**src/rtl/rotation_cmd_parser.sv**
```systemverilog
// rtl/rotation_cmd_parser.sv - ASCII rotation command parser ("L"/"R", digits, LF) with command/error counters
//
// Ports:
//    clk, rst_n          clock, asynchronous active-low reset
//    in_valid/in_ready   byte handshake; in_data is the ASCII byte
//    in_last             last byte of the stream, treated as if an LF followed it
//    valid/ready         parsed-command handshake toward the dial counter
//    direction           1 = 'R', 0 = 'L' (registered, stable while valid)
//    distance            parsed distance, clamped to MAX_DIST (registered)
//    cmd_count           commands transferred downstream, wraps
//    err_count           malformed lines discarded, saturates at 255
module rotation_cmd_parser #(
   parameter logic [15:0] MAX_DIST = 16'hFFFF
) (
   input  logic        clk,
   input  logic        rst_n,
   input  logic        in_valid,
   input  logic [7:0]  in_data,
   input  logic        in_last,
   output logic        in_ready,
   output logic        valid,
   input  logic        ready,
   output logic        direction,
   output logic [15:0] distance,
   output logic [15:0] cmd_count,
   output logic [7:0]  err_count
);

   typedef enum logic [1:0] {
      WAIT_DIR = 2'd0,
      DIGITS   = 2'd1,
      SKIP     = 2'd2,
      EMIT     = 2'd3
   } state_t;

   localparam logic [7:0]  CH_LF    = 8'h0A;
   localparam logic [7:0]  CH_CR    = 8'h0D;
   localparam logic [7:0]  CH_SP    = 8'h20;
   localparam logic [7:0]  CH_L     = 8'h4C;
   localparam logic [7:0]  CH_R     = 8'h52;
   localparam logic [7:0]  CH_0     = 8'h30;
   localparam logic [7:0]  CH_9     = 8'h39;
   localparam logic [19:0] MAX_WIDE = {4'd0, MAX_DIST};

   state_t      state_q,     state_d;
   logic [15:0] acc_q,       acc_d;
   logic        digit_q,     digit_d;
   logic        dir_q,       dir_d;
   logic        valid_q,     valid_d;
   logic        direction_q, direction_d;
   logic [15:0] distance_q,  distance_d;
   logic [15:0] cmd_count_q, cmd_count_d;
   logic [7:0]  err_count_q, err_count_d;

   logic        byte_fire;
   logic        is_digit;
   logic        err_inc;
   logic [19:0] acc_sum;
   logic [15:0] acc_clamped;

   // Depends on state only so the upstream never sees a ready that loops back from in_valid.
   assign in_ready  = (state_q != EMIT);
   assign byte_fire = in_valid && in_ready;
   assign is_digit  = (in_data >= CH_0) && (in_data <= CH_9);

   // ASCII '0'..'9' are 0x30..0x39, so the low nibble is the digit value.
   // acc*10+9 stays below 2^20 for any 16-bit acc, so 20 bits cannot overflow.
   assign acc_sum     = ({4'd0, acc_q} * 20'd10) + {16'd0, in_data[3:0]};
   assign acc_clamped = (acc_sum > MAX_WIDE) ? MAX_DIST : acc_sum[15:0];

   always_comb begin
      state_d     = state_q;
      acc_d       = acc_q;
      digit_d     = digit_q;
      dir_d       = dir_q;
      valid_d     = valid_q;
      direction_d = direction_q;
      distance_d  = distance_q;
      cmd_count_d = cmd_count_q;
      err_count_d = err_count_q;
      err_inc     = 1'b0;

      case (state_q)
         WAIT_DIR: begin
            if (byte_fire) begin
               if (in_data == CH_L || in_data == CH_R) begin
                  dir_d   = (in_data == CH_R);
                  acc_d   = 16'd0;
                  digit_d = 1'b0;
                  state_d = DIGITS;
               end else if (in_data == CH_LF || in_data == CH_CR || in_data == CH_SP) begin
                  state_d = WAIT_DIR;
               end else begin
                  err_inc = 1'b1;
                  state_d = SKIP;
               end
            end
         end
         DIGITS: begin
            if (byte_fire) begin
               if (is_digit) begin
                  acc_d   = acc_clamped;
                  digit_d = 1'b1;
               end else if (in_data == CH_CR) begin
                  state_d = DIGITS;
               end else if (in_data == CH_LF) begin
                  if (digit_q) begin
                     state_d = EMIT;
                  end else begin
                     err_inc = 1'b1;
                     state_d = WAIT_DIR;
                  end
               end else begin
                  err_inc = 1'b1;
                  state_d = SKIP;
               end
            end
         end
         SKIP: begin
            if (byte_fire && in_data == CH_LF) begin
               state_d = WAIT_DIR;
            end
         end
         default: begin
            if (ready) begin
               valid_d     = 1'b0;
               cmd_count_d = cmd_count_q + 16'd1;
               state_d     = WAIT_DIR;
            end
         end
      endcase

      // in_last behaves like a trailing LF applied to the post-byte state. A line that
      // already errored on this byte has left DIGITS, so it cannot be counted twice.
      if (byte_fire && in_last) begin
         if (state_d == DIGITS) begin
            if (digit_d) begin
               state_d = EMIT;
            end else begin
               err_inc = 1'b1;
               state_d = WAIT_DIR;
            end
         end else if (state_d != EMIT) begin
            state_d = WAIT_DIR;
         end
      end

      // Output registers load only on entry to EMIT, keeping them stable under backpressure.
      if (state_q != EMIT && state_d == EMIT) begin
         valid_d     = 1'b1;
         direction_d = dir_d;
         distance_d  = acc_d;
      end

      if (err_inc && err_count_q != 8'hFF) begin
         err_count_d = err_count_q + 8'd1;
      end
   end

   always_ff @(posedge clk or negedge rst_n) begin
      if (!rst_n) begin
         state_q     <= WAIT_DIR;
         acc_q       <= 16'd0;
         digit_q     <= 1'b0;
         dir_q       <= 1'b0;
         valid_q     <= 1'b0;
         direction_q <= 1'b0;
         distance_q  <= 16'd0;
         cmd_count_q <= 16'd0;
         err_count_q <= 8'd0;
      end else begin
         state_q     <= state_d;
         acc_q       <= acc_d;
         digit_q     <= digit_d;
         dir_q       <= dir_d;
         valid_q     <= valid_d;
         direction_q <= direction_d;
         distance_q  <= distance_d;
         cmd_count_q <= cmd_count_d;
         err_count_q <= err_count_d;
      end
   end

   assign valid     = valid_q;
   assign direction = direction_q;
   assign distance  = distance_q;
   assign cmd_count = cmd_count_q;
   assign err_count = err_count_q;

endmodule

```
**config.mk**
```make
export PLATFORM = sky130hd
export DESIGN_NAME = rotation_cmd_parser
export DESIGN_NICKNAME = d
export VERILOG_FILES = /design/src/rtl/rotation_cmd_parser.sv
export SDC_FILE = /design/constraint.sdc
export NUM_CORES = 1
export LEC_CHECK = 0
export BUFFER_PORTS_ARGS = -buffer_cell sky130_fd_sc_hd__buf_2
export CAP_MARGIN = 20
export CORE_MARGIN = 3
export CORE_UTILIZATION = 60
export DETAILED_ROUTE_END_ITERATION = 10
export PLACE_DENSITY = 0.88
export REMOVE_ABC_BUFFERS = 1
export SYNTH_ARGS = -nofsm -noshare
export SYNTH_HDL_FRONTEND = slang
export SYNTH_SLANG_ARGS = --single-unit
export TNS_END_PERCENT = 30
```
**constraint.sdc**
```tcl
create_clock -name clk -period 5.8 [get_ports clk]
set_input_delay 1.45 -clock clk [delete_from_list [all_inputs] [get_ports clk]]
set_output_delay 1.45 -clock clk [all_outputs]
set_load 0.03 [all_outputs]
```
After elaboration in Yosys (flattened, before gate mapping)
Cells that the tools add are included.

Register bits after elaboration: 62. Bits of input ports: 13. Output and inout port bits: 43.

Add/subtract/negate cells: 3. $mul: 1. $lt $le $gt $ge: 3. Eq/ne operators: 13. Muxes and demuxes: 44. Bitwise logic cells: 1. Reduce and logical (&&, ||, !) cells: 14.

Operators with widths (number): 16-bit 2-to-1 mux (5); 16-bit one-hot mux with 2 select lines (1); 2-bit 2-to-1 mux (14); 1-bit 2-to-1 mux (21); 20-bit by 4-bit adder with 20-bit output (1); 20-bit by 16-bit > comparator with 1-bit output (second input constant) (1); 16-bit by 3-bit multiplier with 19-bit output (second input constant) (1); 16-bit by 1-bit adder with 16-bit output (second input constant) (1); 8-bit by 4-bit == test with 1-bit output (second input constant) (2); 8-bit by 7-bit == test with 1-bit output (second input constant) (2); 8-bit by 1-bit adder with 8-bit output (second input constant) (1); 8-bit by 6-bit == test with 1-bit output (second input constant) (1); 8-bit by 6-bit greater-or-equal comparator with 1-bit output (second input constant) (1); 8-bit by 6-bit less-or-equal comparator with 1-bit output (second input constant) (1); 8-bit inequality test (second input constant) (1); 1-bit logical AND (6); 2-bit one-hot mux with 3 select lines (1); 2-bit by 1-bit == test with 1-bit output (second input constant) (2); 2-bit == test (second input constant) (2); 2-bit inequality test (second input constant) (2); 1-bit one-hot mux with 2 select lines (2); 2-bit AND reduction (2); 1-bit logical OR (3); 3-bit OR reduction (1); other kinds (4) (4).

Logic depth before layout (Yosys ltp)
Gate-level depths: netlist of run 1.

Word-level depth: 15. Depth in mapped cells: 14.

Worst setup path after synthesis of run 1
Ideal clock, no wire load.

Kind: input -> register. Start: input in_data[2]. End: register distance_q[3] (netlist: distance[3]). Arrival: 3737 ps. Slack: 1998 ps. Stages: 11. Cell sequence: ha_1 -> a21o_1 -> a21oi_1 -> a211o_1 -> or3_1 -> and3b_1 -> o211a_1 -> mux2_2 -> buf_6 -> a31oi_1 -> mux2_2.

Elaborated cells between the ends (all ways): 42. Those cells by class: add/sub (1); order compare (3); eq/ne (8); mux (24); reduce/logical (6).

RTL lines: start, declared (RTL line 18) `input logic [7:0] in_data,`; 20-bit by 4-bit adder with 20-bit output (RTL line 68) `assign acc_sum = ({4'd0, acc_q} * 20'd10) + {16'd0, in_data[3:0]};`; 20-bit by 16-bit > comparator with 1-bit output (RTL line 69) `assign acc_clamped = (acc_sum > MAX_WIDE) ? MAX_DIST : acc_sum[15:0];`; 16-bit 2-to-1 mux (RTL line 69); 16-bit 2-to-1 mux (RTL line 101) `if (is_digit) begin`; 16-bit 2-to-1 mux (RTL line 100) `if (byte_fire) begin`; 16-bit one-hot mux with 2 select lines (*) (RTL line 83) `case (state_q)`; named net acc_d[3] (RTL line 46) `logic [15:0] acc_q, acc_d;`; end signal, assigned (RTL line 178) `distance_q <= distance_d;`; end, declared (RTL line 51) `logic [15:0] distance_q, distance_d;`.

Mark *: on every way through the listed nets, which the timed path passes. The rest lies on a longest branch. A chain may end at the register's enable or synchronous reset.

Final worst setup path of run 1
Start: register acc_q[1]. End: register distance_q[4] (netlist: distance[4]).

Word-level cells in the longest chain between the ends: 7.

Ends and longest elaborated chain: start, declared (RTL line 46); start signal, assigned (RTL line 163) `acc_q <= 16'd0;`; start signal, assigned (RTL line 173) `acc_q <= acc_d;`; 16-bit by 3-bit multiplier with 19-bit output (*) (RTL line 68); 20-bit by 4-bit adder with 20-bit output (*) (RTL line 68); 20-bit by 16-bit > comparator with 1-bit output (RTL line 69); 16-bit 2-to-1 mux (*) (RTL line 69); 16-bit 2-to-1 mux (*) (RTL line 101); 16-bit 2-to-1 mux (*) (RTL line 100); 16-bit one-hot mux with 2 select lines (*) (RTL line 83); named net acc_d[4] (RTL line 46).

Marked as above.

==> results.tsv, run 1 <==
stage	metric	value	unit
final_layout	final.fill_count	535	
drt	final_antenna_net_count	0	
final_layout	final_cell_area	0.004842	mm²
final_layout	multi_input_comb_area	0.002605	mm²
final_layout	final_core_utilization	70.49	%
setup_path	criticalPathCategory	register to register	
final_layout	final-seq-area	0.001551	mm²
synth	synth_seq_area_share	36.12	%
setup_path	worstPathArrival	4390	ps
synth	ys.warnings.count	0	
setup_path	regToRegStartpoint	acc_q[1]	
die	die_width	90.61	µm
drt	met2_length	5.190	mm
setup_path	worst-r2r-cell-count	13	
cts	root_buffer	clkbuf_8	
final_layout	antenna_cells	0	
die	number_of_ports_placed_on_the_die_boundary	56	
cts	ctsResizeCount	0	
grt	grt_start_max_net_pins	63	
final_layout	drive_gt1_share	18.65	%
place	dpl_cell_area	0.004627	mm²
drt	maxUsedRoutingLayer	met4	
timing	skew	8.919	ps
cts	clk_transition_reported_paths	70	ps
hold_path	hold_path_depth	1	
synth	synth_area	0.004295	mm²
setup_path	start_kind	register	
drt	via_per_inst	6.247	
synth	syn-instance-count	458	
pwr	power_switching_share	33.95	%
timing	finalCriticalPeriod	4165	ps
setup_path	cpMaxStageDelayCell	a211oi_1	
drt	vias	3848	
drt	met3_wirelength	631	µm
pwr	vdd_drop_max	0.2240	mV
final_layout	synthToLayoutAreaGrowth	12.73	%
pwr	cell_internal_power_dissipation	853.8	µW
cts	post_cts_buffers	0	
drt	routedLengthMet1	4.356	mm
timing	slew-limit-headroom	41.96	%
setup_path	critPathMaxFanout	11	
timing	finalSetupTns	0	ps
pwr	power.share.clock	32.3	%
drt	residual_drc	0	
final_layout	layout_commonest_cell	dfrtp_1	
drt	routed_wirelength	10.41	mm
grt	vias_in_the_first_global_route	3727	
drt	firstDrtPassIters	7	
die	std_cell_rows	30	
cts	numClockSinks	62	
cts	cts_hold_buf	0	
cts	max-clock-path-buffers	2	
drt	drt-initial-drc-count	305	
place	dp_hpwl	7.469	mm
grt	grt_antenna_before_repair	0	
final_layout	most-common-layout-cells	dfrtp_1, buf_2, nand2_1	
synth	ys_dominant_reg_cell	dfrtp_1	
pwr	p_seq_share	42.1	%
timing	setup_viol	0	
setup_path	crit_path_max_incr_delay	530	ps
timing	slew_viol_final	0	
setup_path	cp_data_required_time	6020	ps
grt	grt_overflow_total	0	
timing	finalCritPeriodShare	71.81	%
cts	tritoncts_clock_tree	done	
timing	worstMarginPinSlew	868.9	ps
timing	postLayoutSetupSlackWorst	1635	ps
place	quantity_of_i_o_buffers_inserted_on_ports	55	
grt	gr-usage-all-layers	26.17	%
pwr	total_power_divided_by_cell_area	267.0	mW/mm²
synth	synth_async_sr_flop_share	100.0	%
synth	synth-seq-cells	62	
cts	htreeDepth	3	
die	floorplan.initialDensity	62.53	%
pwr	leakage_power	0.002390	µW
cts	number_of_buffers_inserted_during_clock_tree_synthesis	9	
synth	postSynthAreaPerCell	9.379	µm²
synth	synth_unique_cells	62	
hold_path	timing.hold.worst.start	cmd_count[15]	
timing	timing.final.hold_violations	0	
flow_run	drv.max_cap_violation_count	0	
timing	unrepaired_setup_endpoints_after_global_routing	false	
pwr	power_switching	438.8	µW
setup_path	crit_path_cell_trace	ha_1, ha_1, inv_1, fa_1, nand2b_1, a211oi_4, nor2_1, a211oi_1, nor2_1, a311oi_1, mux2_2, a31oi_1, mux2_2	
setup_path	critical_path.reg2reg.endpoint	distance[4]	
place	dp_slack	1428	ps
die	die_area	0.008210	mm²
die	placeableCoreArea	0.006869	mm²
pwr	share_comb_of_total_power	25.6	%
cts	clk-insertion-delay-late	340	ps
run_status	outcome	complete, no violations	
setup_path	worst_setup_path_startpoint	acc_q[1]	
pwr	total_power	1293	µW
setup_path	timing.reg2reg.setup_slack	1630	ps
grt	grt_pass1_wl	17.62	mm
hold_path	holdPathEnd	cmd_count[15]	
drt	route.detailed.wl_per_inst	16.90	µm
setup_path	endpoint_kind	register	
die	dieHeight	90.61	µm
final_layout	final_net_count	563	
hold_path	min_path_type	register to register	
synth	synth_edf_count	0	
timing	maxClockFrequency	240.1	MHz
place	gpl.final_weighted_congestion	0.8508	
registers in the layout (all words and copies together), names as in the netlist:
signal and cells:
acc_q 16, cmd_count 16, distance 16, err_count 8
state_q 2, digit_q 1, dir_q 1, direction 1
valid 1
per-layer routing:
| layer | vias up | GRT usage [%] |
|---|---|---|
| li1 | 1810 | - |
| met3 | 29 | 6.083 |
| met4 | 0 | 8.546 |
| met1 | 1870 | 33.41 |
| met5 | - | 0 |
| met2 | 139 | 43.85 |
power by group through the flow:
stage	Clock [µW]	Sequential, µW	Combinational (µW)
2_1_floorplan	0	637	133
3_3_place_gp	0	548	319
3_5_place_dp	0	549	329
4_1_cts	420	543	333
5_1_grt	441	553	361
6_report	417	545	331
synthesized netlist by cell type (3+ instances only):
cell | n | area [µm²]
ha_1 | 33 | 412.9
a21o_2 | 3 | 26.28
a311oi_1 | 3 | 26.28
buf_6 | 3 | 33.78
mux2_2 | 10 | 112.6
o31ai_1 | 4 | 30.03
o221ai_1 | 3 | 26.28
a21o_1 | 5 | 37.54
nand3_1 | 8 | 40.04
xnor2_1 | 31 | 271.5
a31oi_1 | 9 | 56.30
nor3_1 | 16 | 80.08
nand4_1 | 10 | 62.56
nor3b_1 | 3 | 22.52
nand2_1 | 50 | 187.7
a211oi_1 | 4 | 30.03
inv_1 | 11 | 41.29
o21a_1 | 4 | 30.03
nor2b_1 | 4 | 25.02
o21ai_0 | 27 | 135.1
clkbuf_1 | 6 | 22.52
o211ai_1 | 5 | 37.54
and3_1 | 9 | 56.30
nand4b_1 | 4 | 35.03
xor2_1 | 11 | 96.34
a21oi_1 | 28 | 140.1
dfrtp_1 | 62 | 1551
o311ai_0 | 4 | 35.03
nor2_1 | 34 | 127.6
nand2b_1 | 6 | 37.54
layout make-up:
| cell class | instances | share of cell area, % |
|---|---|---|
| Multi-Input combinational cell | 371 | 53.80 |
| Sequential cell | 62 | 32.04 |
| Timing Repair Buffer | 59 | 6.305 |
| Clock buffer | 12 | 2.997 |
| Tap cell | 96 | 2.481 |
| Clock inverter | 4 | 1.447 |
| Inverter | 12 | 0.9302 |
worst max-delay path by stage:
stage	endpoint	slack [ps]	depth (start not counted)
2_1_floorplan	distance[0]	1570	10
3_3_place_gp	distance[3]	1550	10
3_5_place_dp	distance[10]	1430	11
4_1_cts	distance[4]	1660	13
5_1_grt	acc_q[9]	1340	14
6_report	distance[4]	1630	13
through the flow:
stage	hold WS (ps)	std cells
global placement	461.4	600
floorplan	501.3	445
global route	497.2	616
CTS	486.3	616
finish	486.6	616
detailed placement	465.0	600
critical path: cells and delay by family (launching register included):
kind	cells	cell delay, ps
buf+inv	1	70
flops	1	460
compound gates	4	1420
mux	2	720
simple gates	3	460
fa+ha+maj	3	920
kinds of logic after synthesis:
group / count (synthesis) / share of synthesized area, %
simple gates: 160 / 18.85
compound gates: 122 / 19.60
flops: 62 / 36.12
xor+xnor: 42 / 8.564
fa+ha+maj: 35 / 10.54
buf+inv: 25 / 3.233
mux: 12 / 3.088
(Power assumes the default switching activity.)
==> run 2, diff against run 1 <==
- CORE_UTILIZATION: 60 -> 59
- PLACE_DENSITY: 0.88 -> 0.87
- clock period: 5.8 -> 3.9 ns (I/O delays scaled with it)
==> results.tsv, run 2 (synthesis results as in run 1) <==
stage	metric	value	unit	change
cts	tritoncts_clock_tree	done		
pwr	share_comb_of_total_power	27.4	%	+1.8 points
setup_path	worst-r2r-cell-count	11		-2
die	number_of_ports_placed_on_the_die_boundary	56		unchanged
die	die_area	0.008340	mm²	+1.6%
final_layout	final.fill_count	488		-8.8%
cts	number_of_buffers_inserted_during_clock_tree_synthesis	9		unchanged
cts	max-clock-path-buffers	2		unchanged
drt	residual_drc	0		unchanged
place	quantity_of_i_o_buffers_inserted_on_ports	55		unchanged
cts	numClockSinks	62		unchanged
timing	worstMarginPinSlew	571.0	ps	-297.8 ps
die	std_cell_rows	30		unchanged
final_layout	final_core_utilization	72.52	%	+2.0 points
flow_run	drv.max_cap_violation_count	0		unchanged
timing	slew-limit-headroom	61.93	%	+20 points
cts	root_buffer	clkbuf_8		
cts	htreeDepth	3		unchanged
pwr	vdd_drop_max	0.3368	mV	+50%
pwr	power_switching_share	36.09	%	+2.1 points
setup_path	gate_family_responsible_for_the_most_delay_along_the_worst_path	compound AO/OA/AOI/OAI gates		
pwr	leakage_power	0.002464	µW	+3.1%
setup_path	timing.reg2reg.setup_slack	1	ps	-1630 ps
timing	setup_viol	0		unchanged
timing	finalCritPeriodShare	99.96	%	+28 points
drt	final_antenna_net_count	0		unchanged
pwr	power.share.clock	29.3	%	-3.0 points
hold_path	timing.hold.worst.start	cmd_count[15]		
setup_path	critical_path.n_buffers_inverters	0		-1
die	dieHeight	91.33	µm	+0.79%
pwr	cell_internal_power_dissipation	1193	µW	+40%
setup_path	regToRegStartpoint	acc_q[9]		
pwr	power_switching	673.9	µW	+54%
timing	maxClockFrequency	256.5	MHz	+6.8%
final_layout	instances_no_fill	630		+2.3%
timing	finalCriticalPeriod	3899	ps	-266.4 ps
timing	final.hold.worst_slack	463.3	ps	-23.26 ps
drt	via_per_inst	6.294		+0.75%
timing	unrepaired_setup_endpoints_after_global_routing	true		
timing	skew	7.128	ps	-1.791 ps
drt	firstDrtPassIters	5		-2
grt	gr-usage-all-layers	26.31	%	+0.14 points
die	placeableCoreArea	0.006944	mm²	+1.1%
cts	clk_transition_reported_paths	70	ps	about the same
grt	grt_antenna_before_repair	0		unchanged
setup_path	critical_path.reg2reg.endpoint	distance[6]		
setup_path	endpoint_kind	register		
timing	slew_viol_final	0		unchanged
hold_path	hold_path_depth	1		unchanged
drt	drt-initial-drc-count	287		-5.9%
run_status	outcome	complete, no violations		
place	placedCellCount	609		+1.5%
final_layout	drive_gt1_share	24.53	%	+5.9 points
setup_path	worstPathArrival	4120	ps	-270 ps
grt	grt_pass1_wl	17.81	mm	+1.1%
drt	vias	3965		+3.0%
hold_path	holdPathEnd	cmd_count[15]		
drt	route.detailed.wl_per_inst	17.38	µm	+2.8%
pwr	p_seq_share	43.3	%	+1.2 points
setup_path	cp_data_required_time	4130	ps	-1890 ps
final_layout	antenna_cells	0		unchanged
die	die_width	91.33	µm	+0.79%
timing	timing.final.hold_violations	0		unchanged
final_layout	most-common-layout-cells	dfrtp_1, buf_2, nand2_1		
place	gpl.final_weighted_congestion	0.9300		+9.3%
place	dp_hpwl	7.745	mm	+3.7%
setup_path	critPathMaxFanout	11		unchanged
setup_path	crit_path_max_incr_delay	460	ps	-70 ps
pwr	total_power_divided_by_cell_area	370.8	mW/mm²	+39%
final_layout	layout_commonest_cell	dfrtp_1		
hold_path	min_path_type	register to register		
final_layout	final_net_count	577		+2.5%
final_layout	synthToLayoutAreaGrowth	17.24	%	
drt	routed_wirelength	10.95	mm	+5.2%
setup_path	start_kind	register		
grt	vias_in_the_first_global_route	3749		+0.59%
setup_path	path_common_cell	mux2_2		
setup_path	crit_path_cell_trace	ha_1, ha_1, nand2_1, o21ai_0, a31oi_1, o21ai_0, mux2_2, a311oi_1, mux2_2, a31oi_1, mux2_2		
grt	grt_start_max_net_pins	46		-27%
setup_path	cpMaxStageDelayCell	dfrtp_1		
die	floorplan.initialDensity	61.86	%	-0.68 points
setup_path	criticalPathCategory	register to register		
cts	clk-insertion-delay-late	340	ps	about the same
cts	cts_hold_buf	0		unchanged
grt	grt_overflow_total	0		unchanged
==> run 2: changes by cell type in the layout (fill, tap and decap cells not counted), sizes merged <==
cell	delta
clkinv	+2
bufinv	-1
clkbuf	-3
clkinvlp	+2
buf	+14
==> run 2: timing repair <==
item	CTS	global route
pin swaps	0	7
setup buffers	0	4
endpoints found under the hold margin	0	0
endpoints found under the setup margin	2	21
resized for setup	1	29
gates cloned	0	1
==> run 2: area by class of cell <==
class / count / area [µm²] / share of cell area, %
clock buffers: 9 / 123.9 / 2.460
clock inverters: 7 / 65.06 / 1.292
inverters: 12 / 45.04 / 0.8944
multi-input cells: 371 / 2723 / 54.06
flip-flops and latches: 62 / 1551 / 30.81
well taps: 96 / 120.1 / 2.385
repair buffers: 73 / 407.9 / 8.099
==> run 2: worst max path at each step <==
| stage | from | to | slack (ps) | cells past startpoint |
|---|---|---|---|---|
| after floorplan | acc_q[1] | distance[0] | -100 | 13 |
| final | acc_q[9] | distance[6] | 1 | 11 |
| after global placement | acc_q[3] | acc_q[15] | 230 | 13 |
| after detailed placement | acc_q[3] | distance[14] | -6 | 13 |
| after CTS | acc_q[3] | acc_q[13] | 50 | 15 |
| after global routing | acc_q[2] | acc_q[13] | -90 | 13 |
==> run 2: per-stage QoR <==
| stage | area [µm²] | total power (µW) | TNS [ps] | setup WS, ps |
|---|---|---|---|---|
| after global routing | 5036 | 1952 | -813.0 | -90.39 |
| after detailed placement | 4695 | 1311 | -6.453 | -6.453 |
| after floorplan | 4202 | 1146 | -374.9 | -99.11 |
| final | 5036 | 1867 | 0 | 1.425 |
| after CTS | 4883 | 1863 | 0 | 47.41 |
| after global placement | 4695 | 1296 | 0 | 226.5 |
==> run 2: power groups by stage <==
stage | registers [µW] | logic, µW | clock network [µW]
after floorplan | 948 | 198 | 0
after global placement | 812 | 484 | 0
after detailed placement | 817 | 494 | 0
after CTS | 807 | 503 | 552
after global routing | 820 | 552 | 580
final | 809 | 511 | 547
==> run 2: routing by layer <==
metal	share of wire (%)	GRT usage (%)	wire length (µm)
met5	0	0	0
met1	42	35.19	4545
met4	2.5	9.045	276
met3	6.2	5.468	684
met2	50	42.49	5442
